===== src/rtl/mdu.sv =====
// mdu: iterative RV64M / RV64M-W multiply-divide unit for the EX stage.
// Shift-add multiply and restoring divide, one bit per cycle, on operand
// magnitudes; the sign is applied once, in the last iteration, while the
// result register is loaded.
//
// state   | meaning
// --------+--------------------------------------------------------------
// ST_IDLE | waiting for an M op; the start cycle latches the operands
// ST_MUL  | shift-add iterations, cnt_q counts down to 1
// ST_DIV  | restoring-divide iterations, cnt_q counts down to 1
// ST_DONE | result_o valid and done_o high for this one cycle
module mdu (
    input  logic        clock,
    input  logic        reset,
    input  logic        flush_i,
    input  logic        valid_i,
    input  logic [2:0]  funct3_i,
    input  logic        word_i,
    input  logic [63:0] srcA_i,
    input  logic [63:0] srcB_i,
    output logic        stall_o,
    output logic        done_o,
    output logic [63:0] result_o
);

    typedef enum logic [1:0] {ST_IDLE, ST_MUL, ST_DIV, ST_DONE} state_t;

    state_t state, state_n;

    // latched operation
    logic [2:0]   op_q;
    logic         word_q;
    logic         neg_q;
    logic [6:0]   cnt_q;

    // multiply datapath: 128-bit accumulator, multiplicand shifts left
    logic [127:0] acc_q;
    logic [127:0] mcd_q;
    logic [63:0]  mlr_q;

    // divide datapath: dividend shifts out of quo_q as quotient bits shift in
    logic [63:0]  quo_q;
    logic [63:0]  rem_q;
    logic [63:0]  dvs_q;

    logic         a_signed, b_signed, a_neg, b_neg;
    logic [63:0]  a_ext, b_ext, a_mag, b_mag, min_neg;
    logic         is_div, div_zero, div_ovf, special, start, last_iter;
    logic [63:0]  special_raw, special_res;

    logic [127:0] acc_n, mul_full;
    logic [64:0]  trial;
    logic [63:0]  quo_n, rem_n, quo_s, rem_s;
    logic [63:0]  mul_res, div_res, iter_raw, iter_res;

    assign stall_o = valid_i & ~flush_i & (state != ST_DONE);

    // operand decode, extension, magnitudes and the zero-cycle special cases
    always_comb begin
        a_signed = funct3_i inside {3'd0, 3'd1, 3'd2, 3'd4, 3'd6};
        b_signed = funct3_i inside {3'd0, 3'd1, 3'd4, 3'd6};
        a_ext    = word_i ? {{32{a_signed & srcA_i[31]}}, srcA_i[31:0]} : srcA_i;
        b_ext    = word_i ? {{32{b_signed & srcB_i[31]}}, srcB_i[31:0]} : srcB_i;
        a_neg    = a_signed & a_ext[63];
        b_neg    = b_signed & b_ext[63];
        a_mag    = a_neg ? -a_ext : a_ext;
        b_mag    = b_neg ? -b_ext : b_ext;

        is_div   = funct3_i[2];
        div_zero = (b_ext == 64'd0);
        min_neg  = word_i ? 64'hFFFF_FFFF_8000_0000 : 64'h8000_0000_0000_0000;
        div_ovf  = is_div & ~funct3_i[0] & (a_ext == min_neg) & (b_ext == 64'hFFFF_FFFF_FFFF_FFFF);
        special  = is_div & (div_zero | div_ovf);

        // divide by zero: q = all ones, r = dividend; overflow: q = dividend, r = 0
        if (div_zero) begin
            special_raw = funct3_i[1] ? a_ext : 64'hFFFF_FFFF_FFFF_FFFF;
        end else begin
            special_raw = funct3_i[1] ? 64'd0 : a_ext;
        end
        special_res = word_i ? {{32{special_raw[31]}}, special_raw[31:0]} : special_raw;

        start     = (state == ST_IDLE) & valid_i & ~flush_i;
        last_iter = (cnt_q == 7'd1);
    end

    // one iteration step for each datapath and the signed, width-adjusted result
    always_comb begin
        acc_n    = mlr_q[0] ? (acc_q + mcd_q) : acc_q;
        mul_full = neg_q ? -acc_n : acc_n;
        mul_res  = (op_q[1:0] == 2'd0) ? mul_full[63:0] : mul_full[127:64];

        // a borrow out of bit 64 means the trial subtraction does not fit
        trial    = {rem_q, quo_q[63]} - {1'b0, dvs_q};
        rem_n    = trial[64] ? {rem_q[62:0], quo_q[63]} : trial[63:0];
        quo_n    = {quo_q[62:0], ~trial[64]};
        quo_s    = neg_q ? -quo_n : quo_n;
        rem_s    = neg_q ? -rem_n : rem_n;
        div_res  = op_q[1] ? rem_s : quo_s;

        iter_raw = (state == ST_DIV) ? div_res : mul_res;
        iter_res = word_q ? {{32{iter_raw[31]}}, iter_raw[31:0]} : iter_raw;
    end

    // state register
    always_ff @(posedge clock) begin
        if (reset) begin
            state <= ST_IDLE;
        end else begin
            state <= state_n;
        end
    end

    // next state; flush wins over everything, including a start
    always_comb begin
        state_n = state;
        if (flush_i) begin
            state_n = ST_IDLE;
        end else begin
            unique case (state)
                ST_IDLE: begin
                    if (start) begin
                        if (special) begin
                            state_n = ST_DONE;
                        end else if (is_div) begin
                            state_n = ST_DIV;
                        end else begin
                            state_n = ST_MUL;
                        end
                    end
                end
                ST_MUL, ST_DIV: begin
                    if (last_iter) begin
                        state_n = ST_DONE;
                    end
                end
                ST_DONE: state_n = ST_IDLE;
                default: state_n = ST_IDLE;
            endcase
        end
    end

    // operand latching, iteration registers and the registered result
    always_ff @(posedge clock) begin
        if (reset) begin
            done_o   <= 1'b0;
            result_o <= 64'd0;
            op_q     <= 3'd0;
            word_q   <= 1'b0;
            neg_q    <= 1'b0;
            cnt_q    <= 7'd0;
            acc_q    <= 128'd0;
            mcd_q    <= 128'd0;
            mlr_q    <= 64'd0;
            quo_q    <= 64'd0;
            rem_q    <= 64'd0;
            dvs_q    <= 64'd0;
        end else begin
            done_o <= (state_n == ST_DONE);
            if (start) begin
                op_q   <= funct3_i;
                word_q <= word_i;
                // remainder follows the dividend; everything else the product of signs
                neg_q  <= (funct3_i == 3'd6) ? a_neg : (a_neg ^ b_neg);
                cnt_q  <= word_i ? 7'd32 : 7'd64;
                acc_q  <= 128'd0;
                mcd_q  <= {64'd0, b_mag};
                mlr_q  <= a_mag;
                // W dividends sit in the top half so the quotient lands in bits 31:0
                quo_q  <= word_i ? {a_mag[31:0], 32'd0} : a_mag;
                rem_q  <= 64'd0;
                dvs_q  <= b_mag;
                if (special) begin
                    result_o <= special_res;
                end
            end else if (!flush_i && (state == ST_MUL || state == ST_DIV)) begin
                cnt_q <= cnt_q - 7'd1;
                acc_q <= acc_n;
                mcd_q <= mcd_q << 1;
                mlr_q <= mlr_q >> 1;
                quo_q <= quo_n;
                rem_q <= rem_n;
                if (last_iter) begin
                    result_o <= iter_res;
                end
            end
        end
    end

endmodule

===== config.mk =====
export PLATFORM = sky130hd
export DESIGN_NAME = mdu
export DESIGN_NICKNAME = d
export VERILOG_FILES = /design/src/rtl/mdu.sv
export SDC_FILE = /design/constraint.sdc
export NUM_CORES = 2
export LEC_CHECK = 0
export BUFFER_PORTS_ARGS = -buffer_cell sky130_fd_sc_hd__buf_2
export CAP_MARGIN = 30
export CORE_MARGIN = 2
export CORE_UTILIZATION = 50
export CTS_CLUSTER_SIZE = 25
export DETAILED_ROUTE_END_ITERATION = 6
export HOLD_SLACK_MARGIN = 0.15
export PLACE_DENSITY = 0.77
export SLEW_MARGIN = 40
export SYNTH_ARGS = -nofsm -noshare
export SYNTH_HDL_FRONTEND = slang
export SYNTH_SLANG_ARGS = --single-unit

===== constraint.sdc =====
create_clock -name clock -period 6.9 [get_ports clock]
set_input_delay 0.69 -clock clock [delete_from_list [all_inputs] [get_ports clock]]
set_output_delay 0.69 -clock clock [all_outputs]
set_load 0.005 [all_outputs]

==> results by group <==
Cells and area
  • Total Nets Final: 8,415
  • Fillers: 10,751
  • Layout cells sized above 1: 10.5%
  • Commonest non-fill, non-tap cell in the layout: nand2_1
  • Final Util: 56.1%
  • Most frequent cells in the layout: 1,151 x nand2_1, 915 x nor2_1, 858 x a21oi_1, 587 x dfxtp_1, 523 x o21ai_0
  • Area grow syn2layout: 11.0%

Routing
  • Top Layer Used: met5
  • DR WL/cell: 31.4 µm
  • Final ANT Viol Nets: 0
  • Met2 WL post-DR: 121,000 µm
  • Vias per cell: 7.18
  • DRT Pass-1 Iters: 7
  • Routed WL: 300,000 µm
  • Met3 wire length: 38,700 µm
  • DR vias: 68,573
  • Wl on met1: 110,000 µm
  • Starting DRT DRC Count: 11,374
  • Remaining DRCs: 17

Logic synthesis
  • Sequential fraction of the synthesis area: 21.4%
  • Mapped Area: 0.0551 mm²
  • Primary FF master, synth: dfxtp_1
  • Synth cell types: 111
  • Average size of a mapped cell: 6.83 µm²
  • Ys async rst share: 0%
  • Yosys reg bits: 590
  • Warnings, synthesis: 0
  • Post-synth EDFFs: 0
  • Net Count, Synth: 8,403
  • Gate Count Post-Synth: 8,063

Critical path
  • Worst Setup Start Kind: flop
  • Setup crit end kind: flop
  • WS Path Type: flop to flop
  • Worst path arrival time: 7390 ps
  • Critical path fanouts, max: 10
  • Critical Path RT: 7520 ps

Power
  • Clock power frac: 32.4%
  • Peak VDD IR: 225 µV
  • Sw frac: 42.7%
  • Power share of the combinational group: 39.1%
  • Switching power: 5.68 mW
  • Int Pwr: 7.63 mW
  • Overall power: 13.3 mW
  • Sequential fraction of design power: 28.4%
  • Pwr/cell area: 218 mW/mm²
  • Leakage: 22.4 nW

STA
  • Slew Limit Fails: 0
  • Max Clk Rate: 148 MHz
  • Worst Skew: 36.3 ps
  • Minimum clock period: 6770 ps
  • Number of hold violations in the final report: 0
  • Tightest Pin Transition: 998 ps
  • Setup slack after layout: 127 ps
  • Worst slew margin: 32.6%
  • Final setup fails: 0
  • Period utilisation layout: 98.2%

Global routing
  • Largest net degree at the start of global routing: 155
  • First-pass GRT wire length: 424,000 µm
  • Vias in the first global route: 60,321
  • Global Route Usage Sum: 50.8%
  • GRT overflow: 0
  • Initial antenna violation count: 28

Placement
  • Worst slack at placement: 189 ps
  • RD Place Congestion: 1.21
  • DP Wirelength: 233,000 µm
  • Port bufs: 201

Floorplanning
  • Die area: 0.113 mm²
  • Starting Density: 50.5%
  • Die Y: 336 µm
  • Num ports: 202
  • Die X: 336 µm
  • Core Box Area: 0.109 mm²
  • FP Rows: 121

Clock network
  • Clk root buf: clkbuf_16
  • Max Root-Sink Buffers: 3
  • TritonCTS buffer count: 74
  • # clock sinks: 590
  • Later-pin clock latency in the skew report: 710 ps
  • CTS H-tree depth: 3
  • CTS clk-pin slew, worst paths: 60 ps
  • CTS tree: yes

Run
  • Total of max-cap violations: 0

Worst hold path
  • Hold Crit Class: input port to flop

Outcome
  • Failing checks: design-rule violations
  • Outcome: finished, violations left
## path summary, 6_finish.rpt
check | slack [ps] | from | cells after the start | endpoint
hold / removal | 280 | flush_i | 2 | state[1]$_SDFF_PP0_
setup / recovery | 130 | mcd_q[27]$_SDFFE_PP0P_ | 18 | result_o[32]$_SDFFE_PP0P_
setup reg to reg | 130 | mcd_q[27]$_SDFFE_PP0P_ | 18 | result_o[32]$_SDFFE_PP0P_
hold reg to reg | 450 | dvs_q[39]$_SDFFE_PP0P_ | 2 | dvs_q[39]$_SDFFE_PP0P_
## timing repair
item | in CTS | in global routing
gates resized for setup | 0 | 7
hold endpoints to repair | 0 | 0
setup buffers | 0 | 0
endpoints found under the setup margin | 0 | 15
hold buffers | 0 | 0
## per-layer routing
layer / global-route usage [%] / up-vias
met3: 14.9 / 1263
met4: 39.2 / 20
met1: 62.7 / 32214
met2: 73.8 / 5198
li1: - / 29878
met5: 0 / -
## worst max-delay path, stage by stage (launching register included)
cell      delay, ps
dfxtp_1         510
ha_1            440
a21oi_1         340
o21ai_0         190
a21oi_1         290
a211oi_1        220
buf_4           200
nor3_1          620
or4b_2          660
a311oi_1        520
nor4b_1         500
nand2_1         150
or4_1           570
buf_4           210
nor3b_1         250
mux2i_1         110
o221ai_1        490
a22oi_1         170
a211oi_1        240
## synthesized netlist by cell type (20+ instances only)
cell | number | area (µm²)
buf_2 | 56 | 280
and4_1 | 42 | 368
o221ai_1 | 43 | 377
mux2i_1 | 157 | 1570
o31a_1 | 22 | 193
mux2_2 | 28 | 315
buf_1 | 45 | 169
or3_1 | 86 | 538
nand2_1 | 1152 | 4320
nand4_1 | 182 | 1140
or2_2 | 35 | 219
o22ai_1 | 23 | 144
nor4_1 | 88 | 551
or4_1 | 32 | 240
o21a_1 | 79 | 593
a311oi_1 | 98 | 858
a21boi_0 | 73 | 548
nand2b_1 | 46 | 288
o41ai_1 | 24 | 210
nor2_1 | 921 | 3460
a31o_2 | 20 | 175
nand3_1 | 145 | 726
nor2b_1 | 50 | 313
o2111ai_1 | 26 | 228
a211oi_1 | 300 | 2250
a21o_1 | 87 | 653
xor2_1 | 137 | 1200
a221oi_1 | 53 | 464
o21ai_0 | 532 | 2660
a31oi_1 | 102 | 638
nor3_1 | 236 | 1180
o31ai_1 | 83 | 623
inv_1 | 165 | 619
and2_1 | 52 | 325
and3_1 | 64 | 400
o211ai_1 | 61 | 458
dfxtp_1 | 590 | 11800
o21bai_1 | 36 | 270
a21oi_1 | 860 | 4300
ha_1 | 202 | 2530
clkbuf_1 | 477 | 1790
xnor2_1 | 173 | 1520
nor3b_1 | 20 | 150
## power groups by stage
stage	clock network [mW]	registers (mW)	logic [mW]
5_1_grt	4.41	3.79	5.37
4_1_cts	4.29	3.77	4.90
3_3_place_gp	0	3.83	4.84
6_report	4.31	3.79	5.21
3_5_place_dp	0	3.84	4.87
2_1_floorplan	0	3.74	2.92
## state kept, by name (all words and copies together) (netlist names)
signal	cells
acc_q	128
mlr_q	64
quo_q	64
state	2
result_o	64
mcd_q	128
word_q	1
cnt_q	7
dvs_q	64
done_o	1
op_q	2
neg_q	1
rem_q	64
## final cells by class
| type | count | area [µm²] | share of cell area [%] |
|---|---|---|---|
| Antenna cell | 9 | 22.5 | 0.0368 |
| Clock buffer | 89 | 2000 | 3.27 |
| Clock inverter | 46 | 588 | 0.961 |
| Inverter | 168 | 633 | 1.03 |
| Multi-Input combinational cell | 6716 | 40700 | 66.6 |
| Sequential cell | 590 | 11800 | 19.3 |
| Tap cell | 1414 | 1770 | 2.89 |
| Timing Repair Buffer | 525 | 3610 | 5.90 |
## logic make-up (layout without fill, tap and decap cells)
kind of cell / after synthesis / after routing / synth area share [%]
simple gates: 3235 / 3235 / 27.3
mux: 188 / 188 / 3.51
compound gates: 2764 / 2764 / 32.5
xor+xnor: 311 / 311 / 4.97
flops: 590 / 590 / 21.4
buf+inv: 757 / 828 / 5.35
other cells: 0 / 9 / 0
fa+ha+maj: 218 / 218 / 4.91
## metrics by stage
stage / cells / TNS, ps / area (µm²) / hold WS [ps]
floorplan: 8063 / -8.15 / 55100 / 430
global placement: 9409 / 0 / 58200 / 443
detailed placement: 9410 / 0 / 58400 / 446
CTS: 9545 / 0 / 60900 / 270
global route: 9548 / -27.5 / 61200 / 303
finish: 9557 / 0 / 61200 / 279
No activity file was read; power rests on OpenSTA's default activity.
